--- config.mk ---
export PLATFORM = sky130hd
export DESIGN_NAME = mult_scheduler
export DESIGN_NICKNAME = d
export VERILOG_FILES = /design/src/rtl/mult_scheduler.sv
export SDC_FILE = /design/constraint.sdc
export NUM_CORES = 1
export LEC_CHECK = 0
export ABC_AREA = 1
export CAP_MARGIN = 10
export CORE_MARGIN = 4
export CORE_UTILIZATION = 39
export CTS_CLUSTER_DIAMETER = 80
export DETAILED_ROUTE_END_ITERATION = 8
export DONT_BUFFER_PORTS = 1
export SLEW_MARGIN = 20
export SYNTH_ARGS = -nofsm -noshare
export SYNTH_HDL_FRONTEND = slang
export SYNTH_SLANG_ARGS = --single-unit
--- constraint.sdc ---
create_clock -name clk -period 1.8 [get_ports clk]
set_input_delay 0.09 -clock clk [delete_from_list [all_inputs] [get_ports clk]]
set_output_delay 0.09 -clock clk [all_outputs]
set_load 0.01 [all_outputs]
--- src/rtl/mult_scheduler.sv ---
// Two-requester scheduler for a shared 9x4 multiplier: builds a 9x8
// product from two nibble passes and returns it on a valid/ready port.
// Ports: req0_*/req1_* request channels, resp_* response channel,
// mul_x/mul_y/mul_product shared multiplier, busy, ops_count.
module mult_scheduler #(
    parameter int unsigned RR_INIT = 0
) (
    input  logic        clk,
    input  logic        rst_n,
    input  logic        req0_valid,
    input  logic [8:0]  req0_x,
    input  logic [7:0]  req0_y,
    output logic        req0_ready,
    input  logic        req1_valid,
    input  logic [8:0]  req1_x,
    input  logic [7:0]  req1_y,
    output logic        req1_ready,
    output logic        resp_valid,
    output logic        resp_id,
    output logic [16:0] resp_data,
    input  logic        resp_ready,
    output logic [8:0]  mul_x,
    output logic [3:0]  mul_y,
    input  logic [12:0] mul_product,
    output logic        busy,
    output logic [15:0] ops_count
);

    typedef enum logic [2:0] {
        IDLE   = 3'd0,
        MUL_LO = 3'd1,
        MUL_HI = 3'd2,
        ACC    = 3'd3,
        RESP   = 3'd4
    } state_t;

    localparam logic PRIO_RST = RR_INIT[0];

    state_t      state_q, state_d;
    logic        prio_q, prio_d;
    logic [8:0]  x_q, x_d;
    logic [7:0]  y_q, y_d;
    logic        id_q, id_d;
    logic [12:0] acc_q, acc_d;
    logic [16:0] result_q, result_d;
    logic [15:0] ops_q, ops_d;

    logic        grant_any;
    logic        grant_id;
    logic        accept;
    logic        resp_hs;

    // Grant: the lone valid requester, or the priority holder on a tie.
    // Readys are masked while reset is held so nothing looks accepted.
    always_comb begin
        grant_any  = req0_valid | req1_valid;
        grant_id   = (req0_valid & req1_valid) ? prio_q : req1_valid;
        req0_ready = rst_n & (state_q == IDLE) & grant_any & ~grant_id;
        req1_ready = rst_n & (state_q == IDLE) & grant_any & grant_id;
        accept     = req0_ready | req1_ready;
        resp_hs    = (state_q == RESP) & resp_ready;
    end

    // State and datapath registers
    always_ff @(posedge clk or negedge rst_n) begin
        if (!rst_n) begin
            state_q  <= IDLE;
            prio_q   <= PRIO_RST;
            x_q      <= '0;
            y_q      <= '0;
            id_q     <= 1'b0;
            acc_q    <= '0;
            result_q <= '0;
            ops_q    <= '0;
        end else begin
            state_q  <= state_d;
            prio_q   <= prio_d;
            x_q      <= x_d;
            y_q      <= y_d;
            id_q     <= id_d;
            acc_q    <= acc_d;
            result_q <= result_d;
            ops_q    <= ops_d;
        end
    end

    // Next-state and datapath updates
    always_comb begin
        state_d  = state_q;
        prio_d   = prio_q;
        x_d      = x_q;
        y_d      = y_q;
        id_d     = id_q;
        acc_d    = acc_q;
        result_d = result_q;
        ops_d    = ops_q;
        unique case (state_q)
            IDLE: begin
                if (accept) begin
                    x_d     = grant_id ? req1_x : req0_x;
                    y_d     = grant_id ? req1_y : req0_y;
                    id_d    = grant_id;
                    prio_d  = ~grant_id;
                    state_d = MUL_LO;
                end
            end
            MUL_LO: state_d = MUL_HI;
            MUL_HI: begin
                // Product of the low nibble arrives this cycle.
                acc_d   = mul_product;
                state_d = ACC;
            end
            ACC: begin
                // High-nibble product arrives now; weight it by 16.
                result_d = {4'b0000, acc_q} + {mul_product, 4'b0000};
                state_d  = RESP;
            end
            RESP: begin
                if (resp_hs) begin
                    state_d = IDLE;
                    if (ops_q != 16'hFFFF) begin
                        ops_d = ops_q + 16'd1;
                    end
                end
            end
            default: state_d = IDLE;
        endcase
    end

    // Outputs decoded from the registered state
    always_comb begin
        mul_x      = '0;
        mul_y      = '0;
        resp_valid = 1'b0;
        resp_id    = 1'b0;
        resp_data  = '0;
        unique case (state_q)
            MUL_LO: begin
                mul_x = x_q;
                mul_y = y_q[3:0];
            end
            MUL_HI: begin
                mul_x = x_q;
                mul_y = y_q[7:4];
            end
            RESP: begin
                resp_valid = 1'b1;
                resp_id    = id_q;
                resp_data  = result_q;
            end
            default: ;
        endcase
        busy      = (state_q != IDLE);
        ops_count = ops_q;
    end

endmodule

==> flow_summary.ini, run 1 <==
[yosys]
syn_nets = 591
avgSynthCellArea_um2 = 7.58
syn-cell-area_um2 = 4000
synth-simple-area-share_pct = 31.0
synth_top_area_cell = dfrtp_1
synthCells = 528
synth_top_family_by_area = simple AND/OR/NAND/NOR gates
synthTopCellsByArea = dfrtp_1 (43%), nand2_1 (17%), inv_1 (7.1%)
yosys.area.top_type_share_pct = 42.5
synth-edff-count = 0
synthTopCellsByCount = nand2_1 (176), inv_1 (76), dfrtp_1 (68)
synth_cell_types = 36
synth_adder_area_share_pct = 3.63
synth.most_common_cell = nand2_1
synth-xor-area-share_pct = 3.72
synthArstFlopShare_pct = 100
synth_compound_area_share_pct = 8.29
yosysWarnings = 0
yosysSeqAreaShare_pct = 42.5
synth-main-ff-cell = dfrtp_1
synthMuxAreaShare_pct = 1.41
ys_seq_elements = 68

[route]
vias = 3581
firstDrtPassIters = 4
wl_per_cell_um = 14.3
drtIter0Drc = 185
drc = 0
drt-total-wl_um = 10600
via_per_inst = 4.81
postRouteAntennaNets = 0

[floorplanning]
start_util_pct = 40.6
core_um2 = 9860
ios = 103
rows = 36
fp.dieW_um = 109
chipHeight_um = 109
die-area_um2 = 11900

[timing]
finalCritPeriodShare_pct = 94.7
slew-limit-headroom_pct = 67.2
slew_violations = 0
final.setup.worst_slack_ns = 0.0953
grt_setup_unrepaired = false
skew_ns = 0.00781
max_freq_mhz = 587
period_minus_slack_ns = 1.70
worst_slew_pin_slew_ns = 0.491
setup_violations = 0
timing.final.hold_violations = 0

[clock_tree]
cts_tree = yes
htreeDepth = 3
clock_latency_ns = 0.35
path_clk_slew_ns = 0.08
clk_path_buf_depth = 2
numCtsBuffers = 9
clock-sinks = 68
cts-root-buf = clkbuf_8

[layout]
antenna_cells = 0
area_delta_synth_final_pct = 29.2
multi_input_area_um2 = 1980
drive_gt1_share_pct = 15.7
seqCellArea_um2 = 1700
layout.cells.non_filler = 744
fillers = 899
layout.nets = 669
utilization_pct = 52.4

[setup_path]
reg2reg_to = result_q[12]$_DFFE_PN0P_
cpPeakStageDelay_ns = 0.47
required_ns = 1.71
reg2reg_from = acc_q[4]$_DFFE_PN0N_
reg2reg_depth = 9
cp_cell_sequence = nor3_4, buf_4, clkinvlp_4, buf_6, nor2_1
worstPathMaxFanout = 10
crit_arrival_ns = 1.61
end_kind = primary output
critPathKind = flop to primary output
cp_slowest_cell = dfrtp_2
crit_path_start = state_q[1]$_DFFE_PN0P_
rrSetupSlack_ns = 0.17
setup.worst_path.start_class = flop

[pwr]
p_per_area_nw_per_um2 = 1500
finalPower_uw = 7780
vdd_drop_max_uv = 907
leakagePower_uw = 0.00253

[grt]
grt_start_max_net_pins = 69
antenna_found_initial = 0
grt_usage_pct = 18.6
grt_pass1_wl_um = 17100
first_global_vias = 3491
overflow = 0

[place]
dp.cells = 667
routabilityCongestion = 0.817
portBuffers = 0
place_ws_ns = 0.0414
dpl.hpwl_um = 7390

[worst_hold_path]
min_path_type = input pin to flop
worstHoldStart = resp_ready
hold_depth = 4
worstHoldEndpoint = ops_count[8]$_DFFE_PN0P_

[run]
cap_violations = 0

[outcome]
status = finished clean
cell usage in the layout, fill, tap and decap left out, types with 2 or more instances in the layout:
cell type,instances
o21ai_0,20
a21oi_1,6
nor3_1,6
o21ai_1,3
ha_1,9
nand4_1,5
o211ai_2,5
nor2_1,36
nand2_2,3
mux2_2,5
clkbuf_8,10
o22ai_1,3
buf_4,27
o211ai_1,8
nand3b_1,2
dfrtp_2,2
clkinv_4,2
dlygate4sd3_1,49
xor2_1,11
nand3_1,33
nor2_4,2
xnor2_1,6
dfrtp_1,66
bufinv_16,3
nor2_2,15
inv_1,75
nor3_4,3
clkinvlp_4,3
nand2_1,175
nand3_2,4
worst max-delay path, delay by kind of cell (launching register included):
kind / cells / cell delay [ns]
flops: 1 / 0.47
simple gates: 2 / 0.43
buf+inv: 3 / 0.36
cells by family after synthesis:
| kind of cell | count (synthesis) |
|---|---|
| buf+inv | 92 |
| xor+xnor | 17 |
| compound gates | 49 |
| fa+ha+maj | 11 |
| mux | 5 |
| flops | 68 |
| simple gates | 286 |
routing by layer:
| metal | vias up | routed length, µm | global-route usage [%] |
|---|---|---|---|
| met1 | 1627 | 4780 | 24.0 |
| met3 | 11 | 865 | 4.93 |
| met4 | 0 | 122 | 6.14 |
| met2 | 132 | 4850 | 30.4 |
| li1 | 1811 | - | - |
| met5 | - | 0 | 0 |
through the flow:
step / area (µm²) / hold WS [ns] / setup TNS (ns)
finish: 5170 / 0.00646 / 0
global route: 5170 / 0.0152 / 0
CTS: 5080 / 0.00331 / -0.235
detailed placement: 4230 / -0.203 / 0
global placement: 4230 / -0.203 / 0
floorplan: 4000 / -0.206 / 0
how the worst max path moves through the flow:
| stage | endpoint | slack, ns | depth (start not counted) |
|---|---|---|---|
| finish | resp_id | 0.1 | 5 |
| global route | resp_data[8] | 0.002 | 6 |
| CTS | mul_x[1] | -0.04 | 5 |
| detailed placement | result_q[12]$_DFFE_PN0P_ | 0.04 | 9 |
| global placement | result_q[10]$_DFFE_PN0P_ | 0.08 | 9 |
| floorplan | result_q[12]$_DFFE_PN0P_ | 0.13 | 9 |
repair_timing:
| action | 4_1_cts | 5_1_grt |
|---|---|---|
| gates resized for setup | 12 | 20 |
| hold buffers | 50 | 0 |
| setup buffers | 6 | 4 |
| gates cloned | 1 | 0 |
| pin swaps | 1 | 1 |
| hold endpoints to repair | 104 | 0 |
| setup endpoints to repair | 28 | 49 |
state kept, by name (all words and copies together) (netlist names):
| name | count |
|---|---|
| acc_q | 13 |
| id_q | 1 |
| ops_count | 16 |
| prio_q | 1 |
| result_q | 17 |
| state_q | 3 |
| x_q | 9 |
| y_q | 8 |
area by class of cell:
| type | count | area share [%] |
|---|---|---|
| repair inverters | 1 | 0.145 |
| clock inverters | 6 | 2.15 |
| multi-input cells | 368 | 38.3 |
| well taps | 133 | 3.22 |
| inverters | 79 | 5.95 |
| repair buffers | 79 | 14.5 |
| flip-flops and latches | 68 | 33.0 |
| clock buffers | 10 | 2.66 |
report_power, final:
group | switching (µW) | internal [µW] | total [µW]
Sequential | 411 | 2200 | 2620
Combinational | 2190 | 1390 | 3580
Clock | 626 | 958 | 1580
Note: power is estimated with default switching activity, not from simulation.
==> run 2, diff against run 1 <==
--- a/config.mk
+++ b/config.mk
@@ -7,7 +7,7 @@
 export LEC_CHECK = 0
 export ABC_AREA = 1
 export CAP_MARGIN = 10
-export CORE_MARGIN = 4
+export CORE_MARGIN = 3
 export CORE_UTILIZATION = 39
 export CTS_CLUSTER_DIAMETER = 80
 export DETAILED_ROUTE_END_ITERATION = 8
==> run 2 against run 1 <==
Against the previous run: sequential power about the same; global-route usage up 0.41 points; die area down 3.6%; total power down 0.39%; wire length up 0.71%; register-to-register slack about the same; sequential share of layout area up 0.18 points; count of clock-buffer cells in the layout unchanged; maximum frequency down 4.2%; cell count down 0.81%; critical path type unchanged.
==> flow_summary.ini, run 2 (same netlist as run 1, synthesis figures left out) <==
[route]
drt-total-wl_um = 10700
wl_per_cell_um = 14.5
drtIter0Drc = 252
vias = 3595
firstDrtPassIters = 4
via_per_inst = 4.87
drc = 0
postRouteAntennaNets = 0

[floorplanning]
fp.dieW_um = 107
ios = 103
die-area_um2 = 11500
chipHeight_um = 107
core_um2 = 9860
start_util_pct = 40.6
rows = 36

[grt]
grt_start_max_net_pins = 69
overflow = 0
antenna_found_initial = 0
first_global_vias = 3546
grt_pass1_wl_um = 17300
grt_usage_pct = 19.0

[timing]
timing.final.hold_violations = 0
final.setup.worst_slack_ns = 0.0197
slew_violations = 0
period_minus_slack_ns = 1.78
worst_slew_pin_slew_ns = 0.499
finalCritPeriodShare_pct = 98.9
grt_setup_unrepaired = true
skew_ns = 0.0109
tns_ns = 0
slew-limit-headroom_pct = 66.6
setup_violations = 0
max_freq_mhz = 562

[pwr]
p_per_area_nw_per_um2 = 1510
vdd_drop_max_uv = 818
p_switching_uw = 3250
power.share.clock_pct = 20.4
finalPower_uw = 7750
sequentialPowerShare_pct = 33.7
swShare_pct = 42.0
p_comb_share_pct = 45.9
leakagePower_uw = 0.00248
p_int_uw = 4500

[clock_tree]
cts_tree = yes
clock_latency_ns = 0.34
numCtsBuffers = 9
cts-root-buf = clkbuf_8
clock-sinks = 68
htreeDepth = 3
clk_path_buf_depth = 2
path_clk_slew_ns = 0.07

[layout]
utilization_pct = 52.1
largest_reg_flops = 17
drive_gt1_share_pct = 15.0
layout.nets = 663
layout_commonest_cell = nand2_1
regMostFlops = result_q
area_delta_synth_final_pct = 28.5
mostFrequentLayoutCells = nand2_1 (176), inv_1 (75), dfrtp_1 (66)
antenna_cells = 0
layout.cells.non_filler = 738

[setup_path]
end_kind = primary output
required_ns = 1.71
reg2reg_from = acc_q[10]$_DFFE_PN0N_
cp_slowest_cell = dfrtp_1
reg2reg_depth = 8
crit_arrival_ns = 1.69
worstPathMaxFanout = 5
rrSetupSlack_ns = 0.16
setup.worst_path.start_class = flop
reg2reg_to = result_q[13]$_DFFE_PN0P_
cpPeakStageDelay_ns = 0.43
cp_cell_sequence = inv_2, nor3_4, buf_6, clkinvlp_4, buf_4, nor2_2
critPathKind = flop to primary output

[worst_hold_path]
worstHoldEndpoint = state_q[0]$_DFFE_PN0P_
worstHoldStart = resp_ready
hold_depth = 2
min_path_type = input pin to flop

[place]
dp.cells = 664
routabilityCongestion = 0.809
portBuffers = 0
dpl.hpwl_um = 7190
place_ws_ns = 0.0540

[outcome]
status = finished clean

[run]
cap_violations = 0
## run 2: worst max path at each step
stage                                 startpoint                        to  slack [ns]  depth (start not counted)
after floorplan             acc_q[4]$_DFFE_PN0N_  result_q[12]$_DFFE_PN0P_        0.13                          9
after global placement      acc_q[4]$_DFFE_PN0N_  result_q[12]$_DFFE_PN0P_        0.07                          9
after detailed placement    acc_q[4]$_DFFE_PN0N_  result_q[12]$_DFFE_PN0P_        0.05                          9
after CTS                 state_q[1]$_DFFE_PN0P_                  mul_x[6]       -0.03                          5
after global routing      state_q[2]$_DFFE_PN0P_              resp_data[6]       -0.09                          6
final                     state_q[2]$_DFFE_PN0P_              resp_data[1]        0.02                          6
## run 2: per-layer routing
layer	global-route usage (%)	routed length, µm
met1	24.3	4780
met2	31.2	4960
met3	4.98	745
met4	6.48	219
met5	0	0
## run 2: cell type report
class                      instances  area (µm²)
timing repair inverter             1        7.51
timing repair buffer              73         698
inverter                          79         308
multi-input combinational        368        2010
clock inverter                     6         111
sequential                        68        1700
clock buffer                      10         138
fill                             904        4720
tap                              133         166
## run 2: power groups by stage
stage / sequential, µW / clock [µW] / combinational (µW)
after floorplan: 2560 / 0 / 2460
after global placement: 2610 / 0 / 3110
after detailed placement: 2630 / 0 / 3170
after CTS: 2600 / 1630 / 3420
after global routing: 2700 / 1700 / 4070
final: 2610 / 1580 / 3560
## run 2: what timing repair did
| item | 4_1_cts | 5_1_grt |
|---|---|---|
| endpoints found under the setup margin | 28 | 47 |
| hold buffers | 50 | 0 |
| pin swaps | 1 | 2 |
| setup buffers | 5 | 2 |
| endpoints found under the hold margin | 103 | 0 |
| gates resized for setup | 9 | 27 |
| cloned | 1 | 0 |
## run 2: metrics by stage
stage | cell area (µm²) | hold WS [ns]
after floorplan | 4000 | -0.206
after global placement | 4210 | -0.203
after detailed placement | 4210 | -0.203
after CTS | 5040 | 0.00318
after global routing | 5140 | 0.00980
final | 5140 | 0.0211
## run 2: critical path, delay by kind of cell, from the launching register on
family | cells | cell delay (ns)
buf+inv | 4 | 0.45
flops | 1 | 0.43
simple gates | 2 | 0.46
==> run 3, diff against run 2 <==
--- a/config.mk
+++ b/config.mk
@@ -7,6 +7,7 @@
 export LEC_CHECK = 0
 export ABC_AREA = 1
 export CAP_MARGIN = 10
+export CORE_ASPECT_RATIO = 0.9
 export CORE_MARGIN = 3
 export CORE_UTILIZATION = 39
 export CTS_CLUSTER_DIAMETER = 80
==> run 3 against run 2 <==
Against the previous run: worst setup slack better by 0.039 ns; global-route usage increased by 0.85 points; via count is 0.33% lower; sequential power barely moved.
==> flow_summary.ini, run 3 (same netlist as run 1, synthesis figures left out) <==
[route]
wl_per_cell_um = 14.8
firstDrtPassIters = 5
vias = 3583
drt-total-wl_um = 10800
postRouteAntennaNets = 0
via_per_inst = 4.91
drc = 0
drtIter0Drc = 220

[setup_path]
reg2reg_to = result_q[10]$_DFFE_PN0P_
crit_path_start = state_q[0]$_DFFE_PN0P_
critPathKind = flop to primary output
setup.worst_path.start_class = flop
crit_arrival_ns = 1.65
worstPathMaxFanout = 10
cpPeakStageDelay_ns = 0.46
required_ns = 1.71
reg2reg_depth = 9
reg2reg_from = acc_q[4]$_DFFE_PN0N_
rrSetupSlack_ns = 0.13
cpLargestDelayFamily = simple AND/OR/NAND/NOR gates
cp_slowest_cell = dfrtp_1
critPathBufInv = 2
cp_cell_sequence = nor3_4, buf_4, clkinvlp_4, nor2_1
end_kind = primary output

[layout]
mostFrequentLayoutCells = nand2_1 (175), inv_1 (75), dfrtp_1 (67)
layout.nets = 661
layout.cells.non_filler = 729
largest_reg_flops = 17
layout_commonest_cell = nand2_1
area_delta_synth_final_pct = 29.6
drive_gt1_share_pct = 14.4
regMostFlops = result_q
antenna_cells = 0
utilization_pct = 52.8

[pwr]
swShare_pct = 40.1
leakagePower_uw = 0.00252
finalPower_uw = 8140
p_switching_uw = 3260
power.share.clock_pct = 24.9
p_per_area_nw_per_um2 = 1570
vdd_drop_max_uv = 782
p_comb_share_pct = 43.1
p_int_uw = 4870
sequentialPowerShare_pct = 32.1

[floorplanning]
die-area_um2 = 11500
fp.dieW_um = 113
ios = 103
core_um2 = 9830
rows = 34
chipHeight_um = 102
start_util_pct = 40.7

[place]
dpl.hpwl_um = 7230
routabilityCongestion = 0.905
portBuffers = 0
dp.cells = 655

[grt]
grt_start_max_net_pins = 69
grt_pass1_wl_um = 18200
first_global_vias = 3583
antenna_found_initial = 0
overflow = 0
grt_usage_pct = 19.9

[worst_hold_path]
hold_depth = 2
worstHoldStart = resp_ready
worstHoldEndpoint = ops_count[0]$_DFFE_PN0P_
min_path_type = input pin to flop

[clock_tree]
htreeDepth = 3
clock_latency_ns = 0.33
path_clk_slew_ns = 0.06
numCtsBuffers = 9
clk_path_buf_depth = 2
cts_tree = yes
cts-root-buf = clkbuf_16
clock-sinks = 68

[timing]
max_freq_mhz = 574
worst_slew_pin_slew_ns = 0.451
timing.final.hold_violations = 0
period_minus_slack_ns = 1.74
slew-limit-headroom_pct = 69.6
finalCritPeriodShare_pct = 96.7
slew_violations = 0
skew_ns = 0.0104
grt_setup_unrepaired = true
setup_violations = 0

[run]
cap_violations = 0

[outcome]
status = finished clean
run 3: power by group through the flow:
stage	sequential (µW)	clock, µW	combinational (µW)
after floorplan	2560	0	2460
after global placement	2610	0	3090
after detailed placement	2630	0	3160
after CTS	2610	2070	3420
after global routing	2700	2150	4010
final	2610	2020	3510
run 3: how the worst max path moves through the flow:
stage,end,slack (ns),cells past startpoint
floorplan,result_q[12]$_DFFE_PN0P_,0.13,9
global placement,result_q[10]$_DFFE_PN0P_,0.09,9
detailed placement,result_q[10]$_DFFE_PN0P_,0.02,9
CTS,mul_x[6],0.0007,5
global route,resp_data[16],-0.07,4
finish,resp_data[8],0.06,4
run 3: final cells by class:
type                    count  area, µm²
repair buffers             71        688
well taps                 126        158
clock inverters             6        113
flip-flops and latches     68       1700
inverters                  79        307
clock buffers              10        229
multi-input cells         368       1980
repair inverters            1       7.51
fillers                   903       4640
run 3: layer usage:
| metal | track usage, % | wire [µm] |
|---|---|---|
| met3 | 5.27 | 777 |
| met5 | 0 | 0 |
| met1 | 26.3 | 4870 |
| met2 | 32.0 | 5040 |
| met4 | 6.47 | 111 |
run 3: timing repair:
item | CTS | global route
hold buffers | 50 | 0
resized for setup | 10 | 17
pin swaps | 2 | 0
endpoints found under the hold margin | 104 | 0
gates cloned | 1 | 0
endpoints found under the setup margin | 28 | 46
setup buffers | 5 | 2
run 3: through the flow:
stage | TNS, ns | hold WS [ns] | cell area, µm² | worst slack (ns)
after floorplan | 0 | -0.206 | 4000 | 0.132
after global placement | 0 | -0.204 | 4180 | 0.0870
after detailed placement | 0 | -0.204 | 4180 | 0.0152
after CTS | 0 | 0.0363 | 5110 | 0.000691
after global routing | -0.491 | 0.0591 | 5190 | -0.0656
final | 0 | 0.0414 | 5190 | 0.0586
